### config.mk
export PLATFORM = sky130hd
export DESIGN_NAME = pipe_ctrl
export DESIGN_NICKNAME = d
export VERILOG_FILES = /design/src/rtl/pipe_ctrl_pkg.sv /design/src/rtl/pipe_ctrl_stall_prio_enc.sv /design/src/rtl/pipe_ctrl.sv
export SDC_FILE = /design/constraint.sdc
export NUM_CORES = 1
export LEC_CHECK = 0
export BUFFER_PORTS_ARGS = -buffer_cell sky130_fd_sc_hd__buf_2
export CAP_MARGIN = 20
export CELL_PAD_IN_SITES_DETAIL_PLACEMENT = 1
export CELL_PAD_IN_SITES_GLOBAL_PLACEMENT = 1
export CORE_MARGIN = 1
export CORE_UTILIZATION = 39
export CTS_CLUSTER_SIZE = 14
export DETAILED_ROUTE_END_ITERATION = 8
export GPL_TIMING_DRIVEN = 0
export PLACE_DENSITY_LB_ADDON = 0.1
export SLEW_MARGIN = 15
export SYNTH_ARGS = -nofsm -noshare
export SYNTH_HDL_FRONTEND = slang
export SYNTH_SLANG_ARGS = --single-unit
### constraint.sdc
create_clock -name clk -period 2.9 [get_ports clk]
set_input_delay 0.435 -clock clk [delete_from_list [all_inputs] [get_ports clk]]
set_output_delay 0.435 -clock clk [all_outputs]
set_load 0.02 [all_outputs]
### src/rtl/pipe_ctrl_pkg.sv
// Shared constants for the pipeline stall/flush sequencer: stage indices,
// hold encodings, FSM states and default widths.
package pipe_ctrl_pkg;

    localparam int NSTG      = 5;
    localparam int STG_PC    = 0;
    localparam int STG_IFID  = 1;
    localparam int STG_IDEX  = 2;
    localparam int STG_EXMEM = 3;
    localparam int STG_WB    = 4;

    localparam logic STOP   = 1'b1;
    localparam logic NOSTOP = 1'b0;

    localparam int PC_W_DEF = 64;

    typedef logic [NSTG-1:0] stg_vec_t;

    // Front-end registers (pc_reg, if_id, id_ex) that a redirect takes over.
    localparam stg_vec_t FRONT_MASK  = 5'b00111;
    localparam stg_vec_t FLUSH_FRONT = 5'b00110;
    localparam stg_vec_t HOLD_PC     = 5'b00001;

    typedef enum logic {
        ST_RUN        = 1'b0,
        ST_WAIT_FETCH = 1'b1
    } ctrl_state_e;

endpackage

### src/rtl/pipe_ctrl_stall_prio_enc.sv
// Priority encoder: the oldest stalling stage holds itself and everything
// younger, and injects a bubble into the register just downstream of it.
module pipe_ctrl_stall_prio_enc
    import pipe_ctrl_pkg::*;
(
    input  logic     if_req_i,
    input  logic     id_req_i,
    input  logic     ex_req_i,
    input  logic     mem_req_i,
    output stg_vec_t stall_o,
    output stg_vec_t bubble_o
);

    always_comb begin
        stall_o  = '0;
        bubble_o = '0;
        if (mem_req_i) begin
            stall_o[STG_PC]    = STOP;
            stall_o[STG_IFID]  = STOP;
            stall_o[STG_IDEX]  = STOP;
            stall_o[STG_EXMEM] = STOP;
            bubble_o[STG_WB]   = STOP;
        end else if (ex_req_i) begin
            stall_o[STG_PC]     = STOP;
            stall_o[STG_IFID]   = STOP;
            stall_o[STG_IDEX]   = STOP;
            bubble_o[STG_EXMEM] = STOP;
        end else if (id_req_i) begin
            stall_o[STG_PC]    = STOP;
            stall_o[STG_IFID]  = STOP;
            bubble_o[STG_IDEX] = STOP;
        end else if (if_req_i) begin
            stall_o[STG_PC]    = STOP;
            bubble_o[STG_IFID] = STOP;
        end else begin
            stall_o  = {NSTG{NOSTOP}};
            bubble_o = {NSTG{NOSTOP}};
        end
    end

endmodule

### src/rtl/pipe_ctrl.sv
// Central stall/flush sequencer: combines stage stall requests and the EX
// redirect into hold/bubble vectors, with stall statistics and a watchdog.
module pipe_ctrl
    import pipe_ctrl_pkg::*;
#(
    parameter int PC_W       = PC_W_DEF,
    parameter int WDOG_LIMIT = 1024,
    parameter int CNT_W      = 32
) (
    input  logic            clk,
    input  logic            rst,
    input  logic            if_stall_req_i,
    input  logic            id_stall_req_i,
    input  logic            ex_stall_req_i,
    input  logic            mem_stall_req_i,
    input  logic            if_busy_i,
    input  logic            ex_redir_valid_i,
    input  logic [PC_W-1:0] ex_redir_pc_i,
    output logic            ex_redir_ack_o,
    output logic [4:0]      stall_ctrl_o,
    output logic [4:0]      bubble_ctrl_o,
    output logic            pc_redir_valid_o,
    output logic [PC_W-1:0] pc_redir_addr_o,
    output logic [CNT_W-1:0] stall_cycles_o,
    output logic            watchdog_err_o
);

    localparam int WD_W = $clog2(WDOG_LIMIT + 1);

    ctrl_state_e     state_q, state_d;
    logic [PC_W-1:0] redir_q, redir_d;
    logic [CNT_W-1:0] stall_cnt_q, stall_cnt_d;
    logic [WD_W-1:0] wdog_q, wdog_d;
    logic            wdog_err_q, wdog_err_d;

    stg_vec_t enc_stall, enc_bubble;
    logic     redir_accept;
    logic     wdog_cond;

    pipe_ctrl_stall_prio_enc u_prio (
        .if_req_i  (if_stall_req_i),
        .id_req_i  (id_stall_req_i),
        .ex_req_i  (ex_stall_req_i),
        .mem_req_i (mem_stall_req_i),
        .stall_o   (enc_stall),
        .bubble_o  (enc_bubble)
    );

    // Only stalls at or beyond EX block a redirect; younger stalls are flushed by it.
    assign redir_accept = (state_q == ST_RUN) && ex_redir_valid_i
                          && !mem_stall_req_i && !ex_stall_req_i;

    always_ff @(posedge clk) begin
        if (rst) begin
            state_q <= ST_RUN;
            redir_q <= '0;
        end else begin
            state_q <= state_d;
            redir_q <= redir_d;
        end
    end

    always_comb begin
        state_d = state_q;
        redir_d = redir_q;
        case (state_q)
            ST_RUN: begin
                if (redir_accept && if_busy_i) begin
                    state_d = ST_WAIT_FETCH;
                    redir_d = ex_redir_pc_i;
                end
            end
            ST_WAIT_FETCH: begin
                if (!if_busy_i) begin
                    state_d = ST_RUN;
                end
            end
            default: state_d = ST_RUN;
        endcase
    end

    always_comb begin
        stall_ctrl_o     = '0;
        bubble_ctrl_o    = '0;
        ex_redir_ack_o   = 1'b0;
        pc_redir_valid_o = 1'b0;
        pc_redir_addr_o  = '0;
        if (!rst) begin
            case (state_q)
                ST_RUN: begin
                    stall_ctrl_o  = enc_stall;
                    bubble_ctrl_o = enc_bubble;
                    if (redir_accept) begin
                        ex_redir_ack_o = 1'b1;
                        stall_ctrl_o   = enc_stall & ~FRONT_MASK;
                        bubble_ctrl_o  = enc_bubble | FLUSH_FRONT;
                        if (!if_busy_i) begin
                            pc_redir_valid_o = 1'b1;
                            pc_redir_addr_o  = ex_redir_pc_i;
                        end
                    end
                end
                ST_WAIT_FETCH: begin
                    // The in-flight fetch cannot be cancelled, so its result is discarded.
                    stall_ctrl_o  = (enc_stall & ~FRONT_MASK) | HOLD_PC;
                    bubble_ctrl_o = (enc_bubble & ~FRONT_MASK) | FLUSH_FRONT;
                    if (!if_busy_i) begin
                        pc_redir_valid_o = 1'b1;
                        pc_redir_addr_o  = redir_q;
                    end
                end
                default: begin
                    stall_ctrl_o  = '0;
                    bubble_ctrl_o = '0;
                end
            endcase
        end
    end

    assign wdog_cond = (stall_ctrl_o[STG_WB:STG_EXMEM] != 2'b00)
                       || (state_q == ST_WAIT_FETCH);

    always_comb begin
        stall_cnt_d = stall_cnt_q;
        if ((stall_ctrl_o != '0) && (stall_cnt_q != {CNT_W{1'b1}})) begin
            stall_cnt_d = stall_cnt_q + CNT_W'(1);
        end
        wdog_d = '0;
        if (wdog_cond) begin
            wdog_d = (wdog_q == WD_W'(WDOG_LIMIT)) ? wdog_q : wdog_q + WD_W'(1);
        end
        wdog_err_d = wdog_err_q || (wdog_d == WD_W'(WDOG_LIMIT));
    end

    always_ff @(posedge clk) begin
        if (rst) begin
            stall_cnt_q <= '0;
            wdog_q      <= '0;
            wdog_err_q  <= 1'b0;
        end else begin
            stall_cnt_q <= stall_cnt_d;
            wdog_q      <= wdog_d;
            wdog_err_q  <= wdog_err_d;
        end
    end

    assign stall_cycles_o = stall_cnt_q;
    assign watchdog_err_o = wdog_err_q;

endmodule

==> results of run 1 <==
==> layout by cell type, fill, tap and decap left out, types with 5 or more instances in the layout <==
master     count
buf_1          9
o211ai_1       7
buf_2        183
clkbuf_16      9
nand4_1       10
o31ai_1       13
a21oi_1       92
xnor2_1        7
or3_1         15
nor2_1        84
clkbuf_1      30
dfxtp_1      109
or4_1          8
nand3_1       16
nor3_1         7
inv_1         15
o21ai_0       12
nor4_1         5
mux2i_1       65
o21ai_1        7
nand2_1      142
==> worst register-to-register path, delay by kind of cell (launching register included) <==
kind / cells / cell delay [ns]
AOI/OAI and AO/OA: 3 / 0.97
buffers and inverters: 1 / 0.26
DFF: 1 / 0.54
and+or+nand+nor: 2 / 0.49
==> flip-flops by register name, indices dropped and copies added (netlist names) <==
signal / cells
redir_q: 64
wdog_q: 11
state_q: 1
stall_cycles_o: 32
watchdog_err_o: 1
==> per-layer routing <==
layer / routed length (µm) / share of wire
met3: 785 / 0.045
met1: 8030 / 0.46
met4: 439 / 0.025
met2: 8100 / 0.47
met5: 0 / 0
==> layout make-up <==
class	instances	area, µm²	share of cell area
inverters	15	56.3	0.00809
clock buffers	12	236	0.0340
clock inverters	2	12.5	0.00180
multi-input cells	544	3140	0.451
repair buffers	178	891	0.128
well taps	180	225	0.0324
flip-flops and latches	109	2180	0.314
plain buffers	49	216	0.0311
==> power by group <==
group | internal [W] | switching (W) | total, W
registers | 0.00152 | 0.0000180 | 0.00154
clock network | 0.000574 | 0.000549 | 0.00112
logic | 0.000119 | 0.000194 | 0.000313
total | 0.00221 | 0.000761 | 0.00297
==> Yosys cell counts, drive strengths merged (7+ instances only) <==
cell type,instances
buf,20
or4,9
a21oi,92
xnor2,7
nor2,85
nor4,7
clkbuf,30
mux2i,65
nor3,7
nand3,16
o31ai,15
o211ai,8
inv,15
dfxtp,109
o21ai,19
nand2,142
nand4,12
or3,15
==> cells by family after synthesis <==
| group | after synthesis | share of synthesized area |
|---|---|---|
| adders and majority gates | 3 | 0.00672 |
| muxes | 67 | 0.121 |
| AOI/OAI and AO/OA | 148 | 0.159 |
| xor gates and xnor gates | 9 | 0.0141 |
| buffers and inverters | 65 | 0.0484 |
| DFF | 109 | 0.391 |
| other | 1 | 0.000671 |
| and+or+nand+nor | 315 | 0.259 |
==> repair_timing <==
action | CTS | global route
pin swaps | 0 | 0
hold endpoints to repair | 0 | 0
setup buffers | 0 | 0
endpoints found under the setup margin | 40 | 52
gates resized for setup | 2 | 6
==> final timing paths <==
kind | end | startpoint | cells after the start | slack, ns
max | pc_redir_addr_o[62] | state_q | 6 | 0.21
min | redir_q[2] | ex_redir_pc_i[2] | 3 | 0.33
max reg2reg | stall_cycles_o[14] | state_q | 6 | 0.57
min reg2reg | redir_q[29] | redir_q[29] | 2 | 0.46
==> through the flow <==
stage               setup WS [ns]  total power [W]
CTS                        0.0273          0.00300
global placement            0.104          0.00187
floorplan                   0.617          0.00175
detailed placement         0.0315          0.00189
finish                      0.211          0.00297
global route               0.0179          0.00310
==> impl_metrics.env, run 1 <==
export IMPL_clockBufferDepth=2
export IMPL_ys_top_cells_by_area="dfxtp_1 39%, mux2i_1 12%, nand2_1 9.5%, a21oi_1 8.2%, nor2_1 5.7%"
export IMPL_fp_dieH_um=122
export IMPL_arrival_ns=2.25
export IMPL_htree_levels=3
export IMPL_first_global_vias=5615
export IMPL_dp_cells=1076
export IMPL_postSynthAreaPerCell_um2=7.79
export IMPL_tns_ns=0
export IMPL_grt_util_met1=0.306
export IMPL_worstMarginPinSlew_ns=0.758
export IMPL_gr_total_overflow=0
export IMPL_top_usage_layer="met2"
export IMPL_core_um2=13900
export IMPL_die_area_um2=14800
export IMPL_antenna_found_initial=0
export IMPL_n_antenna_cell=0
export IMPL_met2_usage=0.397
export IMPL_cts_root_buf="clkbuf_16"
export IMPL_hold_worst_slack_ns=0.331
export IMPL_ir_drop_v=0.000273
export IMPL_async_reset_ff_frac=0
export IMPL_rsz0062_at_grt="false"
export IMPL_viasPerCell=5.29
export IMPL_pin_count=181
export IMPL_dp_hpwl_um=13200
export IMPL_critPathCaptureType="output port"
export IMPL_fillers=1807
export IMPL_status="completed"
export IMPL_syn_cell_area_um2=5590
export IMPL_worstPathRequired_ns=2.47
export IMPL_pwr_density_cell_nw_per_um2=427
export IMPL_first_iter_violations=273
export IMPL_synth_top_cell_area_share=0.391
export IMPL_maxSlewViolCount=0
export IMPL_cp_buffers_inverters=3
export IMPL_max_freq_ghz=0.372
export IMPL_setup_viol=0
export IMPL_dpl_cell_area_um2=6710
export IMPL_maxCapViolCount=0
export IMPL_num_rows=43
export IMPL_synthFlopType="dfxtp_1"
export IMPL_fin_crit_ns=2.69
export IMPL_seq_area_frac_synth=0.391
export IMPL_drive_above_1_share=0.237
export IMPL_synth_edf_count=0
export IMPL_yosys_cell_types_count=55
export IMPL_cts_sinks=109
export IMPL_grt_max_degree=16
export IMPL_syn_to_final_growth_pct=24.6
export IMPL_grtUsageMet3=0.0403
export IMPL_synth_seq_cells=109
export IMPL_wl_um=17400
export IMPL_clock_skew_ns=0.00938
export IMPL_crit_slowest_cell="dfxtp_1"
export IMPL_instances_no_fill=1089
export IMPL_synth_warnings=0
export IMPL_worstPathCellList="a21oi_1 -> or3_1 -> clkbuf_2 -> buf_1 -> nor2_1 -> buf_2"
export IMPL_leakage_nw=2.70
export IMPL_cts_tree="done"
export IMPL_fin_crit_sh=0.927
export IMPL_path_clk_slew_ns=0.07
export IMPL_cts_hold_repair_buffers=0
export IMPL_grt_pass1_wl_um=28000
export IMPL_critPathKind="flop to output port"
export IMPL_slew_headroom=0.495
export IMPL_clk_insertion_delay_late_ns=0.35
export IMPL_synth_cells=717
export IMPL_initial_core_util=0.401
export IMPL_ant_nets=0
export IMPL_finalHoldViolCount=0
export IMPL_critical_path_max_stage_delay_ns=0.54
export IMPL_path_delay_family="buffers and inverters"
export IMPL_crit_path_max_fanout=11
export IMPL_grt_total_usage=0.239
export IMPL_wl_per_cell_um=15.9
export IMPL_fp_dieW_um=122
export IMPL_vias=5761
export IMPL_numPortBuffers=178
export IMPL_layout_nets=981
export IMPL_yosysTopAreaCell="dfxtp_1"
export IMPL_design_area_um2=6960
export IMPL_hold_class="input pin to flop"
export IMPL_drc=0
export IMPL_firstDrtPassIters=4
export IMPL_cts_buffers=9
export IMPL_crit_path_start_kind="flop"
export IMPL_final_util=0.499
export IMPL_place_gp_congestion=0.791
Note: power is estimated with default switching activity, not from simulation.
==> run 2: changes to the inputs <==
--- a/config.mk
+++ b/config.mk
@@ -5,12 +5,13 @@
 export SDC_FILE = /design/constraint.sdc
 export NUM_CORES = 1
 export LEC_CHECK = 0
+export ABC_CLOCK_PERIOD_IN_PS = 2250
 export BUFFER_PORTS_ARGS = -buffer_cell sky130_fd_sc_hd__buf_2
 export CAP_MARGIN = 20
 export CELL_PAD_IN_SITES_DETAIL_PLACEMENT = 1
 export CELL_PAD_IN_SITES_GLOBAL_PLACEMENT = 1
 export CORE_MARGIN = 1
-export CORE_UTILIZATION = 39
+export CORE_UTILIZATION = 33
 export CTS_CLUSTER_SIZE = 14
 export DETAILED_ROUTE_END_ITERATION = 8
 export GPL_TIMING_DRIVEN = 0
==> constraint.sdc (replaced) <==
create_clock -name clk -period 2.25 [get_ports clk]
set_input_delay 0.45 -clock clk [delete_from_list [all_inputs] [get_ports clk]]
set_output_delay 0.45 -clock clk [all_outputs]
set_load 0.02 [all_outputs]
==> run 2 against run 1 <==
The flow now finishes with violations (setup timing). Via count is 5.2% higher. Critical path depth is 1 higher. Total power is 40% higher. Clock skew is 0.0012 ns lower. Count of clock-buffer cells in the layout is 2 higher. Non-clock buffer count is 28 higher.
==> impl_metrics.env, run 2 (synthesized netlist as in run 1, its figures left out) <==
export IMPL_cts_root_buf="clkbuf_16"
export IMPL_finalHoldViolCount=0
export IMPL_cts_tree="done"
export IMPL_crit_path_max_fanout=10
export IMPL_critPathKind="input pin to output port"
export IMPL_worst_slack_ns=-0.0742
export IMPL_grtUsageMet3=0.0592
export IMPL_design_area_um2=8490
export IMPL_pwr_density_cell_nw_per_um2=492
export IMPL_cts_sinks=109
export IMPL_largest_reg_flops=64
export IMPL_maxCapViolCount=0
export IMPL_met2_usage=0.395
export IMPL_viasPerCell=5.22
export IMPL_ant_nets=0
export IMPL_gr_total_overflow=0
export IMPL_combPwrFrac=0.130
export IMPL_layout_common_cells="142 x nand2_1, 126 x buf_2, 95 x dfxtp_1, 91 x a21oi_1, 55 x buf_6"
export IMPL_clockBufferDepth=2
export IMPL_firstDrtPassIters=4
export IMPL_cp_buffers_inverters=5
export IMPL_core_um2=16500
export IMPL_critPathCaptureType="output port"
export IMPL_crit_slowest_cell="or3_4"
export IMPL_cts_hold_repair_buffers=0
export IMPL_place_gp_congestion=0.806
export IMPL_top_usage_layer="met2"
export IMPL_path_clk_slew_ns=0.07
export IMPL_violations="setup timing"
export IMPL_worstMarginPinSlew_ns=0.691
export IMPL_ir_drop_v=0.000360
export IMPL_setup_viol=33
export IMPL_vias=6060
export IMPL_hold_class="input pin to flop"
export IMPL_path_delay_family="buffers and inverters"
export IMPL_initial_core_util=0.338
export IMPL_clk_insertion_delay_late_ns=0.36
export IMPL_dpl_cell_area_um2=6760
export IMPL_wl_per_cell_um=17.4
export IMPL_pwr_share_seq=0.474
export IMPL_fin_crit_sh=1.03
export IMPL_wl_um=20200
export IMPL_leakage_nw=3.13
export IMPL_max_freq_ghz=0.430
export IMPL_worstPathCellList="buf_2 -> buf_2 -> or3_4 -> clkbuf_16 -> clkbuf_16 -> nor2_2 -> buf_6"
export IMPL_num_rows=47
export IMPL_first_global_vias=6007
export IMPL_p_clk_frac=0.396
export IMPL_drc=0
export IMPL_htree_levels=3
export IMPL_ff2ff_setup_slack_ns=0.11
export IMPL_grt_util_met1=0.254
export IMPL_p_switching_w=0.00108
export IMPL_grt_max_degree=20
export IMPL_grt_total_usage=0.220
export IMPL_layout_nets=1009
export IMPL_critical_path_max_stage_delay_ns=0.46
export IMPL_slew_headroom=0.538
export IMPL_internal_power_w=0.00310
export IMPL_cts_buffers=9
export IMPL_die_area_um2=17400
export IMPL_clock_skew_ns=0.00815
export IMPL_fp_dieH_um=132
export IMPL_pin_count=181
export IMPL_final_common_cell="nand2_1"
export IMPL_drive_above_1_share=0.370
export IMPL_fp_dieW_um=132
export IMPL_crit_path_start_kind="input pin"
export IMPL_numPortBuffers=178
export IMPL_dp_hpwl_um=13800
export IMPL_syn_to_final_growth_pct=52.0
export IMPL_fin_crit_ns=2.32
export IMPL_swShare=0.258
export IMPL_tns_ns=-0.912
export IMPL_regMostFlops="redir_q"
export IMPL_arrival_ns=1.87
export IMPL_worstPathRequired_ns=1.80
export IMPL_status="finished, violations left"
export IMPL_first_iter_violations=157
export IMPL_rsz0062_at_grt="true"
export IMPL_maxSlewViolCount=0
export IMPL_antenna_found_initial=3
export IMPL_grt_pass1_wl_um=30600
-- run 2: layer usage --
layer,vias up,share of wire
li1,2938,-
met1,2952,0.42
met4,2,0.023
met2,135,0.51
met5,-,0.00064
met3,33,0.047
-- run 2: stage by stage --
stage	setup slack, ns	hold WS, ns	power [W]	instances	utilization
final	-0.0742	0.337	0.00418	1160	0.514
after global routing	-0.119	0.335	0.00434	1160	0.514
after CTS	-0.101	0.328	0.00414	1139	0.466
after detailed placement	-0.703	0.449	0.00244	1116	0.409
after global placement	-0.642	0.441	0.00242	1116	0.409
after floorplan	-0.0634	0.436	0.00225	718	-
-- run 2: final cells by class --
type	count	area [µm²]
antenna	2	5.00
buffer	49	400
clock buffer	14	264
clock inverter	1	30.0
fill	1956	8030
inverter	15	56.3
multi-input combinational	544	3700
sequential	109	2210
tap	220	275
timing repair buffer	206	1550
-- run 2: worst register-to-register path, stage by stage (launching register included) --
cell	delay (ns)
dfxtp_4	0.38
nand4_4	0.14
or4_4	0.62
buf_4	0.17
o31ai_4	0.26
buf_6	0.19
mux2i_1	0.19
nor2_1	0.06
-- run 2: final timing paths --
kind,start,endpoint,depth (start not counted)
min,ex_redir_pc_i[26],redir_q[26],3
min reg2reg,redir_q[4],redir_q[4],2
max,rst,pc_redir_addr_o[56],7
max reg2reg,stall_cycles_o[10],stall_cycles_o[1],7
-- run 2: what timing repair did --
action                     4_1_cts  5_1_grt
setup buffers                    7       14
resized for setup              182      148
gates cloned                     2        5
pin swaps                       13       42
hold endpoints to repair         0        0
setup endpoints to repair       79      150
-- run 2: power groups by stage --
stage | logic (W) | clock network, W | registers, W
floorplan | 0.000230 | 0 | 0.00202
global placement | 0.000398 | 0 | 0.00202
detailed placement | 0.000411 | 0 | 0.00203
CTS | 0.000468 | 0.00169 | 0.00198
global route | 0.000587 | 0.00177 | 0.00198
finish | 0.000544 | 0.00165 | 0.00198
